## src/rtl/pair_diff_avg.sv

```systemverilog
// Pairs consecutive samples (A then B), forms a biased signed difference,
// averages 2^LOG2_N differences and emits a clamped or wrapped result.
module pair_diff_avg #(
  parameter int unsigned W      = 20,
  parameter logic [W-1:0] OFFSET = W'(20'h007F0),
  parameter int unsigned LOG2_N = 0,
  parameter bit          SAT    = 1'b1,
  parameter int unsigned SKIP   = 1
) (
  input  logic         clk,
  input  logic         rst,
  input  logic         dval,
  input  logic [W-1:0] mlt,
  input  logic         phase,
  input  logic         sync,
  output logic [W-1:0] out_data,
  output logic         o_dval,
  output logic         o_ovf
);

  localparam int unsigned DW   = W + 2;
  localparam int unsigned AccW = DW + LOG2_N;
  localparam int unsigned CntW = (LOG2_N > 0) ? LOG2_N : 1;
  localparam logic [CntW-1:0] CntLast = CntW'((1 << LOG2_N) - 1);
  localparam logic [3:0] SkipInit = 4'(SKIP);
  localparam logic signed [AccW-1:0] MaxS = AccW'({W{1'b1}});

  typedef enum logic [0:0] {StIdleA, StHaveA} state_e;

  state_e state_q, state_d;
  logic [W-1:0] a_q, a_d, b_q, b_d;
  logic ph_q, ph_d;
  logic pair_q, pair_d;

  logic signed [DW-1:0] a_x, b_x, off_x, d_calc, d_q;
  logic dv_q;

  logic signed [AccW-1:0] acc_q, d_ext, sum, r;
  logic [CntW-1:0] cnt_q;
  logic [3:0] skip_q;
  logic is_neg, is_big, ovf;
  logic [W-1:0] res;

  // Pairing next-state: sync drops any held A before a same-cycle dval is taken as A.
  always_comb begin
    state_d = state_q;
    a_d     = a_q;
    b_d     = b_q;
    ph_d    = ph_q;
    pair_d  = 1'b0;
    if (sync) begin
      state_d = StIdleA;
      if (dval) begin
        a_d     = mlt;
        state_d = StHaveA;
      end
    end else if (dval) begin
      case (state_q)
        StIdleA: begin
          a_d     = mlt;
          state_d = StHaveA;
        end
        StHaveA: begin
          b_d     = mlt;
          ph_d    = phase;
          pair_d  = 1'b1;
          state_d = StIdleA;
        end
        default: state_d = StIdleA;
      endcase
    end
  end

  // Pairing state and sample registers.
  always_ff @(posedge clk or negedge rst) begin
    if (!rst) begin
      state_q <= StIdleA;
      a_q     <= '0;
      b_q     <= '0;
      ph_q    <= 1'b0;
      pair_q  <= 1'b0;
    end else begin
      state_q <= state_d;
      a_q     <= a_d;
      b_q     <= b_d;
      ph_q    <= ph_d;
      pair_q  <= pair_d;
    end
  end

  // Biased difference; W+2 signed bits hold every possible value without overflow.
  always_comb begin
    a_x    = signed'({2'b00, a_q});
    b_x    = signed'({2'b00, b_q});
    off_x  = signed'({2'b00, OFFSET});
    d_calc = (ph_q ? (a_x - b_x) : (b_x - a_x)) + off_x;
  end

  // Difference stage; a sync squashes a pair still in flight.
  always_ff @(posedge clk or negedge rst) begin
    if (!rst) begin
      d_q  <= '0;
      dv_q <= 1'b0;
    end else begin
      dv_q <= pair_q & ~sync;
      if (pair_q) begin
        d_q <= d_calc;
      end
    end
  end

  // Average of the completed group, then clamp or wrap into W bits.
  always_comb begin
    d_ext  = AccW'(d_q);
    sum    = acc_q + d_ext;
    r      = sum >>> LOG2_N;
    is_neg = r[AccW-1];
    is_big = !is_neg && (r > MaxS);
    ovf    = is_neg | is_big;
    res    = r[W-1:0];
    if (SAT) begin
      if (is_neg) begin
        res = '0;
      end else if (is_big) begin
        res = '1;
      end
    end
  end

  // Accumulator, group counter, skip counter and output registers.
  always_ff @(posedge clk or negedge rst) begin
    if (!rst) begin
      acc_q    <= '0;
      cnt_q    <= '0;
      skip_q   <= SkipInit;
      out_data <= '0;
      o_dval   <= 1'b0;
      o_ovf    <= 1'b0;
    end else begin
      o_dval <= 1'b0;
      o_ovf  <= 1'b0;
      if (sync) begin
        acc_q  <= '0;
        cnt_q  <= '0;
        skip_q <= SkipInit;
      end else if (dv_q) begin
        if (cnt_q == CntLast) begin
          acc_q <= '0;
          cnt_q <= '0;
          if (skip_q != 4'd0) begin
            skip_q <= skip_q - 4'd1;
          end else begin
            out_data <= res;
            o_dval   <= 1'b1;
            o_ovf    <= ovf;
          end
        end else begin
          acc_q <= sum;
          cnt_q <= cnt_q + 1'b1;
        end
      end
    end
  end

endmodule

```

## config.mk

```make
export PLATFORM = sky130hd
export DESIGN_NAME = pair_diff_avg
export DESIGN_NICKNAME = d
export VERILOG_FILES = /design/src/rtl/pair_diff_avg.sv
export SDC_FILE = /design/constraint.sdc
export NUM_CORES = 1
export LEC_CHECK = 0
export ABC_AREA = 1
export BUFFER_PORTS_ARGS = -buffer_cell sky130_fd_sc_hd__buf_4
export CAP_MARGIN = 10
export CORE_MARGIN = 5
export CORE_UTILIZATION = 62
export CTS_CLUSTER_SIZE = 14
export DETAILED_ROUTE_END_ITERATION = 10
export PLACE_DENSITY = 0.93
export SYNTH_ARGS = -nofsm -noshare
export SYNTH_HDL_FRONTEND = slang
export SYNTH_SLANG_ARGS = --single-unit
```

## constraint.sdc

```tcl
create_clock -name clk -period 3.1 [get_ports clk]
set_input_delay 0.62 -clock clk [delete_from_list [all_inputs] [get_ports clk]]
set_output_delay 0.62 -clock clk [all_outputs]
set_load 0.02 [all_outputs]
```

# Word-level counts from Yosys, hierarchy flattened

Index checks and enable logic that the tools add are counted.

Add/sub/neg operators: 6
Multiply operators: 0
Divide/modulo/power cells: 0
$lt $le $gt $ge: 1
Equal/unequal tests: 2
Shifts and indexed selects: 0
Muxes and demuxes: 32
Bitwise gates (word level): 6
Reduce and logical (&&, ||, !) cells: 10

Operator list:

| kind                                                 | number |
|---|---|
| two-way mux 20 bit                                   | 6 |
| two-way mux 22 bit                                   | 4 |
| subtractor 20 x 20 -> 21 bit                         | 2 |
| adder 22 x 12 -> 22 bit, second input constant       | 1 |
| adder 22 bit                                         | 1 |
| > comparator 22 x 21 -> 1 bit, second input constant | 1 |
| two-way mux 1 bit                                    | 17 |
| two-way mux 4 bit                                    | 4 |
| AND reduction 3 bit                                  | 2 |
| nonzero test 2 bit                                   | 3 |
| inequality test 2 bit, second input constant         | 2 |
| inverter 1 bit                                       | 4 |
| AND reduction 4 bit                                  | 1 |
| nonzero test 4 bit                                   | 1 |
| subtractor 4 x 1 -> 4 bit, second input constant     | 1 |
| case mux 1 bit (2 select lines)                      | 1 |
| AND reduction 2 bit                                  | 1 |
| adder 1 bit, second input constant                   | 1 |
| bitwise AND 1 bit                                    | 1 |
| logical AND 1 bit                                    | 1 |
| zero test 1 bit                                      | 1 |
| bitwise OR 1 bit                                     | 1 |

Flip-flop bits (word level): 115
Latch bits: 0
Bits in writable memories: 0
Memory bits (read-only): 0
Input bits: 25
Output and inout port bits: 22
Logic and storage cells: 70
Memories: 0

# Longest topological paths before layout

Gate-level depths: netlist of run 1.

Depth in word-level cells: 8
Depth in mapped cells: 22

# Worst setup path before layout of run 1

OpenSTA, ideal clock, no wires.

Path kind: flip-flop to flip-flop
Start: register a_q[0]
End: register d_q[20], in the netlist d_ext[20]
Arrival time: 2.365 ns
Path slack: 0.618 ns
Stages on the path, launching flop included: 18
Path buffers: 0
Clock period less this slack: 2.482 ns
Cell sequence: dfrtp_1 -> inv_1 -> ha_1 -> fa_1 -> nand3b_1 -> nand2_1 -> o21ai_1 -> xor2_1 -> ha_1 -> nand2_2 -> nor2_4 -> nand4_4 -> nand2_2 -> nor2_2 -> nand2_1 -> nand2_1 -> nand3_1 -> nand2_1

Cells in the longest elaborated chain, start to end: 3

RTL lines:

| element                      | RTL line | source |
|---|---|---|
| start: declaration           | 31       | `logic [W-1:0] a_q, a_d, b_q, b_d;` |
| start signal: assignment     | 78       | `a_q <= '0;` |
| start signal: assignment     | 84       | `a_q <= a_d;` |
| subtractor 20 x 20 -> 21 bit | 96       | `d_calc = (ph_q ? (a_x - b_x) : (b_x - a_x)) + off_x;` |
| two-way mux 22 bit *         | 96       |  |
| adder 22 x 12 -> 22 bit *    | 96       |  |
| end signal: assignment       | 107      | `d_q <= d_calc;` |
| end: declaration             | 35       | `logic signed [DW-1:0] a_x, b_x, off_x, d_calc, d_q;` |

Mark *: on every way between the ends. The rest lies on a longest branch, timed or not.
A chain may end at the register's enable or synchronous reset.

# Final worst setup path of run 1

Start: register a_q[0]
End: register d_q[12], in the netlist d_ext[12]

Same word-level chain as after synthesis.

==> run summary, run 1 <==
status: completed
Post-Layout Cell Count: 1134
CTS max path bufs: 2
NetSw: 2.67 mW
pwr dens: 784 mW/mm²
critical path launch point type: flip-flop
Clock transition at path regs: 0.10 ns
Final #Nets: 1063
r2r endpoint: d_ext[12]
Vias: 6106
depth of the worst register-to-register path: 14
Top Usage Layer GRT: met2
fin area: 0.00732 mm²
WL/cell: 13.0 µm
I/O pin count: 47
worst hold slack: 0.238 ns
core box area: 0.0104 mm²
commonest non-fill, non-tap cells in the layout: 288 x nand2_1, 151 x inv_1, 91 x dfrtp_1
M3 GR Usage: 0.0408
clock skew: 0.0115 ns
Core Rows: 37
final hold vios: 0
worst endpoint data arrival time: 3.04 ns
met1 usage in global routing: 0.328
synth unique cells: 42
setup TNS: 0 ns
initial antenna violation count: 0
initial drt markers: 420
Die Wd: 114 µm
largest net degree at the start of global routing: 50
Die Area: 0.0129 mm²
reg2reg start: a_q[0]
commonest non-fill, non-tap cell in the layout: nand2_1
cells along the critical path: inv_1 -> ha_1 -> fa_1 -> nand3b_1 -> nand2_1 -> o21ai_1 -> xor2_2 -> ha_1 -> nand2_2 -> nor2_4 -> nand4_4 -> nand2_2 -> xor2_1 -> o21ai_0
Tmin final: 2.81 ns
Synth Area per Inst: 6.94 µm²
crit path kind: flip-flop to flip-flop
Comb power frac: 0.529
Synth Register Bits: 92
Period Utilization, post-route: 0.907
Post-Route WL: 14800 µm
Pint: 3.07 mW
Syn Nets: 1028
Num Clock Sinks: 92
die height: 114 µm
Max-Cap Viols: 0
share of cells above drive strength 1: 0.133
cell area after synthesis: 0.00665 mm²
Num CTS Buffers: 9
flop2flop setup slack: 0.29 ns
Area after DPL: 0.00710 mm²
DP HPWL: 11600 µm
gr usage total: 0.243
Final setup viols: 0
max incr delay on CP: 0.42 ns
routability cong.: 0.981
first drt pass iteration count: 5
met2 Use GR: 0.392
Skew-Pair Late Insertion Delay: 0.39 ns
vias in the first global route: 5790
slowest CP cell: fa_1
grt total ovfl: 0
Initial Util: 0.641
synthesized instance count: 958
CTS root buf: clkbuf_8
Worst Path Required: 3.33 ns
DRC viols: 0
max_slew headroom: 0.549
Slew Limit Fails: 0
VDD IR max: 0.371 mV
synth warn: 0
worst min path class: primary input to async pin
unrepaired setup endpoints after global routing: no
clock share of power: 0.157
TritonCTS clock tree: done
input/output buffers: 46
Max H-tree Level: 3
# fillers: 912
final core occ: 0.706
share of power burned in registers: 0.313
Worst Max-Slew Pin Slew: 0.676 ns
critical path endpoint category: flip-flop
first-pass GRT wire length: 25800 µm
maximum clock frequency: 356 MHz
switch share: 0.465
sequential element share of the synthesized area: 0.346
ANT cells: 0
P_leak: 3.89 nW
Syn-to-layout area delta: 10.1%
vias per std cell: 5.38
post-route ant nets: 0
Worst Path Max Fanout: 5
Placed Cells incl. Taps: 1118
Setup Buffers After CTS: 0
## synthesized netlist by cell type, drive strengths merged
cell type | n | share of area
nand3 | 56 | 0.047
o21bai | 3 | 0.0034
nor3 | 8 | 0.0075
buf | 12 | 0.011
o22ai | 1 | 0.00094
ha | 43 | 0.081
o21a | 1 | 0.0011
nor2 | 75 | 0.054
a211oi | 2 | 0.0023
dfrtp | 91 | 0.34
a22o | 1 | 0.0013
nand4 | 10 | 0.012
a31oi | 7 | 0.0066
fa | 2 | 0.0060
a21o | 1 | 0.0011
and2 | 2 | 0.0019
o211ai | 20 | 0.023
xnor2 | 1 | 0.0024
dfstp | 1 | 0.0040
xor2 | 4 | 0.0053
nand3b | 4 | 0.0045
clkinv | 1 | 0.00056
clkbuf | 17 | 0.0096
or2 | 1 | 0.00094
nand2 | 315 | 0.19
a21oi | 48 | 0.037
inv | 158 | 0.089
o21ai | 73 | 0.056
## state kept, by name, indices dropped and copies added (netlist names)
signal    cells
d_ext        22
a_q          20
b_q          20
out_data     20
skip_q        4
dv_q          1
o_dval        1
o_ovf         1
pair_q        1
ph_q          1
state_q       1
## routing by layer
metal | up-vias | share of wire
li1 | 3090 | -
met1 | 2775 | 0.45
met2 | 196 | 0.46
met3 | 45 | 0.061
met4 | 0 | 0.028
met5 | - | 0
## cell families after synthesis
kind of cell               share of synthesized area
buffers and inverters                          0.110
and+or+nand+nor                                0.317
DFF                                            0.346
xor gates and xnor gates                     0.00772
adders and majority gates                     0.0869
AOI/OAI and AO/OA                              0.132
## worst max-delay path: cells and delay by family (launching register included)
family                   cells  cell delay [ns]
XOR/XNOR                     2             0.36
AO/OA/AOI/OAI                2             0.21
adder cells (fa/ha/maj)      3             0.85
flip-flops                   1             0.36
buffers and inverters        1             0.06
AND/OR/NAND/NOR              6             0.82
## power groups by stage
| stage | registers (mW) | logic [mW] | clock network, mW |
|---|---|---|---|
| after floorplan | 1.92 | 2.10 | 0 |
| after global placement | 1.80 | 2.91 | 0 |
| after detailed placement | 1.83 | 2.99 | 0 |
| after CTS | 1.80 | 3.01 | 0.908 |
| after global routing | 1.86 | 3.43 | 0.972 |
| final | 1.80 | 3.04 | 0.903 |
## how the worst max path moves through the flow
stage	start	endpoint	slack, ns	cells after the start
floorplan	a_q[0]	d_ext[20]	0.62	17
global placement	a_q[0]	d_ext[20]	0.43	17
detailed placement	a_q[0]	d_ext[12]	0.30	14
CTS	a_q[0]	d_ext[12]	0.23	14
global route	a_q[0]	d_ext[12]	0.07	14
finish	a_q[0]	d_ext[12]	0.29	14
## cell type report
| cell class | instances | area (µm²) | area share |
|---|---|---|---|
| Clock buffer | 10 | 128 | 0.0174 |
| Clock inverter | 6 | 87.6 | 0.0120 |
| Sequential cell | 92 | 2300 | 0.315 |
| Timing Repair Buffer | 53 | 410 | 0.0560 |
| Tap cell | 136 | 170 | 0.0232 |
| Multi-Input combinational cell | 678 | 3630 | 0.495 |
| Inverter | 159 | 597 | 0.0815 |
## through the flow
stage | worst slack [ns] | power [mW]
after floorplan | 0.618 | 4.02
after global placement | 0.434 | 4.71
after detailed placement | 0.300 | 4.81
after CTS | 0.235 | 5.72
after global routing | 0.0688 | 6.26
final | 0.288 | 5.74
## what timing repair did
item	4_1_cts	5_1_grt
hold buffers	0	0
hold endpoints to repair	0	0
gates resized for setup	0	1
endpoints found under the setup margin	0	1
(Power assumes the default switching activity.)
==> run 2, diff against run 1 <==
- GPL_TIMING_DRIVEN: default -> 0
- PLACE_DENSITY: 0.93 -> 0.82
==> run 2 against run 1 <==
  * Setup slack worse by 0.045 ns
  * Total power down 0.11%
  * Count of clock-buffer cells in the layout up 1
  * Critical path type unchanged
  * Largest power group unchanged
==> run summary, run 2 (synthesized netlist as in run 1, its figures left out) <==
status: completed
Slew Limit Fails: 0
largest net degree at the start of global routing: 93
Tmin final: 2.86 ns
Setup Buffers After CTS: 0
unrepaired setup endpoints after global routing: no
worst endpoint data arrival time: 3.10 ns
share of cells above drive strength 1: 0.132
Core Rows: 37
initial antenna violation count: 0
TritonCTS clock tree: done
cells along the critical path: inv_1 -> ha_1 -> fa_1 -> nand3b_1 -> nand2_1 -> o21ai_1 -> xor2_2 -> ha_1 -> nand2_2 -> nor2_4 -> nand4_4 -> nand2_2 -> xor2_1 -> o21ai_0
initial drt markers: 378
pwr dens: 773 mW/mm²
die height: 114 µm
I/O pin count: 47
Die Wd: 114 µm
Max-Cap Viols: 0
DP Worst Slack: 0.221 ns
Worst Max-Slew Pin Slew: 0.687 ns
Worst Path Max Fanout: 5
routability cong.: 0.982
commonest non-fill, non-tap cell in the layout: nand2_1
DP HPWL: 11700 µm
Initial Util: 0.641
Num Clock Sinks: 92
worst path bufs/invs: 1
Clock transition at path regs: 0.10 ns
input/output buffers: 46
max_slew headroom: 0.538
Num CTS Buffers: 9
Worst Path Required: 3.35 ns
commonest non-fill, non-tap cells in the layout: 288 x nand2_1, 151 x inv_1, 91 x dfrtp_1
max incr delay on CP: 0.42 ns
CP top delay family: adder cells
Max H-tree Level: 3
Final setup viols: 0
DRC viols: 0
final worst slack: 0.243 ns
critical path endpoint category: flip-flop
core box area: 0.0104 mm²
clock skew: 0.0136 ns
final hold vios: 0
first drt pass iteration count: 4
post-route ant nets: 0
slowest CP cell: fa_1
CTS Hold Bufs: 0
Post-Route WL: 15000 µm
grt total ovfl: 0
Die Area: 0.0129 mm²
setup TNS: 0 ns
Period Utilization, post-route: 0.922
Area after DPL: 0.00716 mm²
Vias: 6045
VDD IR max: 0.396 mV
vias per std cell: 5.22
ANT cells: 0
Syn-to-layout area delta: 11.6%
worst hold slack: 0.163 ns
fin area: 0.00742 mm²
maximum clock frequency: 350 MHz
flop2flop setup slack: 0.24 ns
P_leak: 3.93 nW
Largest register FFs: 22
worst min path class: primary input to async pin
gr usage total: 0.244
# fillers: 922
critical path launch point type: flip-flop
Skew-Pair Late Insertion Delay: 0.38 ns
vias in the first global route: 5532
first-pass GRT wire length: 25700 µm
CTS max path bufs: 2
crit path kind: flip-flop to flip-flop
CTS root buf: clkbuf_8
WL/cell: 13.0 µm
Final #Nets: 1086
-- run 2: cell types whose count changed in the layout (fill, tap and decap cells not counted), moves of 2 or more --
cell | previous run | this run
buf_1 | 0 | 3
buf_2 | 0 | 4
buf_4 | 52 | 50
clkinv_2 | 2 | 0
clkbuf_1 | 1 | 17
clkbuf_8 | 9 | 11
-- run 2: area by class of cell --
cell class | instances | area [µm²] | area share
Sequential cell | 92 | 2300 | 0.311
Multi-Input combinational cell | 678 | 3620 | 0.488
Tap cell | 136 | 170 | 0.0229
Inverter | 159 | 597 | 0.0805
Clock inverter | 5 | 66.3 | 0.00894
Clock buffer | 11 | 151 | 0.0204
Timing Repair Buffer | 47 | 373 | 0.0503
Buffer | 29 | 136 | 0.0184
-- run 2: metrics by stage --
stage | power [mW] | util | cells
finish | 5.73 | 0.715 | 1157
detailed placement | 4.82 | 0.691 | 1140
global placement | 4.75 | 0.691 | 1140
global route | 6.25 | 0.715 | 1157
floorplan | 4.02 | - | 958
CTS | 5.72 | 0.712 | 1156
-- run 2: path summary, 6_finish.rpt --
path | from | cells after the start | endpoint
max | a_q[0] | 14 | d_ext[12]
min | rst | 1 | state_q
max reg2reg | a_q[0] | 14 | d_ext[12]
min reg2reg | d_ext[4] | 2 | d_ext[4]
max in group asynchronous | rst | 2 | skip_q[0]
min in group clk | sync | 2 | dv_q
-- run 2: metal layers --
layer  GRT usage  part of all wire  up-vias
li1            -                 -     3146
met4      0.0761             0.018        0
met1       0.324              0.45     2724
met5           0                 0        -
met3      0.0286             0.048       25
met2       0.417              0.49      150
-- run 2: worst reg2reg max path, delay by kind of cell, from the launching register on --
kind            cells  cell delay [ns]
fa+ha+maj           3             0.86
simple gates        6             0.85
xor+xnor            2             0.39
flops               1             0.37
compound gates      2             0.19
buf+inv             1             0.06
-- run 2: repair_timing --
item / 4_1_cts / 5_1_grt
endpoints found under the hold margin: 0 / 0
gates resized for setup: 0 / 1
setup endpoints to repair: 0 / 3
-- run 2: report_power, final --
part	switching [mW]	internal, mW
clock	0.459	0.427
sequential	0.201	1.57
combinational	2.01	1.07
total	2.67	3.07
==> run 3, diff against run 2 <==
- PLACE_DENSITY: 0.82 -> 0.91
==> run 3 against run 2 <==
  * Routed wire length grew 5.7%
  * Critical path type unchanged
  * Maximum frequency shrank 0.89%
  * Largest power group unchanged
  * Highest routed layer unchanged
  * Worst hold slack gained 0.049 ns
==> run summary, run 3 (synthesized netlist as in run 1, its figures left out) <==
max incr delay on CP: 0.44 ns
unrepaired setup endpoints after global routing: no
commonest non-fill, non-tap cells in the layout: 288 x nand2_1, 151 x inv_1, 91 x dfrtp_1
Tmin final: 2.88 ns
DRC viols: 0
commonest non-fill, non-tap cell in the layout: nand2_1
post-route ant nets: 0
VDD IR max: 0.374 mV
Num Clock Sinks: 92
die height: 114 µm
Die Area: 0.0129 mm²
Worst Max-Slew Pin Slew: 0.661 ns
reg2reg start: a_q[0]
Max-Cap Viols: 0
critical path launch point type: flip-flop
Period Utilization, post-route: 0.930
vias per std cell: 5.35
clock share of power: 0.145
I/O pin count: 47
input/output buffers: 46
r2r endpoint: d_ext[12]
CTS max path bufs: 2
NetSw: 2.67 mW
gr usage total: 0.253
vias in the first global route: 5850
Initial Util: 0.641
share of power burned in registers: 0.312
CTS root buf: clkbuf_8
DP HPWL: 12500 µm
Comb power frac: 0.543
initial drt markers: 503
CP top delay family: adder cells
Skew-Pair Late Insertion Delay: 0.38 ns
Final #Nets: 1086
Pint: 3.04 mW
Die Wd: 114 µm
P_leak: 3.92 nW
worst endpoint data arrival time: 3.14 ns
Worst Path Required: 3.35 ns
Vias: 6194
initial antenna violation count: 0
TritonCTS clock tree: done
DP Worst Slack: 0.166 ns
final hold vios: 0
Core Rows: 37
crit path kind: flip-flop to flip-flop
fin area: 0.00740 mm²
Largest register FFs: 22
core box area: 0.0104 mm²
worst path bufs/invs: 1
Syn-to-layout area delta: 11.2%
largest net degree at the start of global routing: 93
final worst slack: 0.217 ns
setup TNS: 0 ns
clock skew: 0.00804 ns
depth of the worst register-to-register path: 14
Slew Limit Fails: 0
routability cong.: 0.969
worst min path class: primary input to async pin
Clock transition at path regs: 0.09 ns
critical path endpoint category: flip-flop
Area after DPL: 0.00716 mm²
first-pass GRT wire length: 26600 µm
Final setup viols: 0
status: completed
WL/cell: 13.7 µm
grt total ovfl: 0
pwr dens: 772 mW/mm²
switch share: 0.468
flop2flop setup slack: 0.22 ns
Max H-tree Level: 3
Overall Power: 5.71 mW
Worst Path Max Fanout: 5
slowest CP cell: fa_1
maximum clock frequency: 347 MHz
share of cells above drive strength 1: 0.129
first drt pass iteration count: 6
max_slew headroom: 0.556
cells along the critical path: inv_1 -> ha_1 -> fa_1 -> nand3b_1 -> nand2_1 -> o21ai_1 -> xor2_2 -> ha_1 -> nand2_2 -> nor2_4 -> nand4_4 -> nand2_2 -> xor2_1 -> o21ai_0
Post-Route WL: 15900 µm
ANT cells: 0
Num CTS Buffers: 9
## run 3: metal layers
layer | wire length (µm) | track usage | vias up
li1 | - | - | 3135
met1 | 6880 | 0.328 | 2834
met2 | 7580 | 0.430 | 184
met3 | 984 | 0.0440 | 41
met4 | 425 | 0.0865 | 0
met5 | 0 | 0 | -
## run 3: power groups by stage
stage          registers, mW  logic [mW]  clock network (mW)
3_3_place_gp            1.78        2.98                   0
4_1_cts                 1.78        3.06               0.834
5_1_grt                 1.84        3.48               0.888
6_report                1.78        3.10               0.828
3_5_place_dp            1.81        3.04                   0
2_1_floorplan           1.92        2.10                   0
## run 3: worst max-delay path by stage
stage                end  cells past startpoint  slack [ns]   start
2_1_floorplan  d_ext[20]                     17        0.62  a_q[0]
3_3_place_gp   d_ext[12]                     14        0.24  a_q[0]
3_5_place_dp   d_ext[12]                     14        0.17  a_q[0]
4_1_cts        d_ext[12]                     14        0.15  a_q[0]
5_1_grt        d_ext[20]                     17        0.04  a_q[0]
6_report       d_ext[12]                     14        0.22  a_q[0]
## run 3: repair_timing
action	4_1_cts	5_1_grt
hold buffers	0	0
endpoints found under the setup margin	0	3
setup buffers	0	0
gates resized for setup	0	1
## run 3: cell type report
cell class | count | area, µm²
Clock inverter | 3 | 47.5
Timing Repair Buffer | 47 | 373
Buffer | 29 | 136
Clock buffer | 13 | 149
Fill cell | 870 | 2970
Sequential cell | 92 | 2300
Inverter | 159 | 597
Tap cell | 136 | 170
Multi-Input combinational cell | 678 | 3620
## run 3: per-stage QoR
step,instances,utilization,hold slack (ns)
floorplan,958,-,0.324
CTS,1156,0.710,0.390
detailed placement,1140,0.691,0.470
global route,1157,0.713,0.268
finish,1157,0.713,0.213
global placement,1140,0.691,0.463
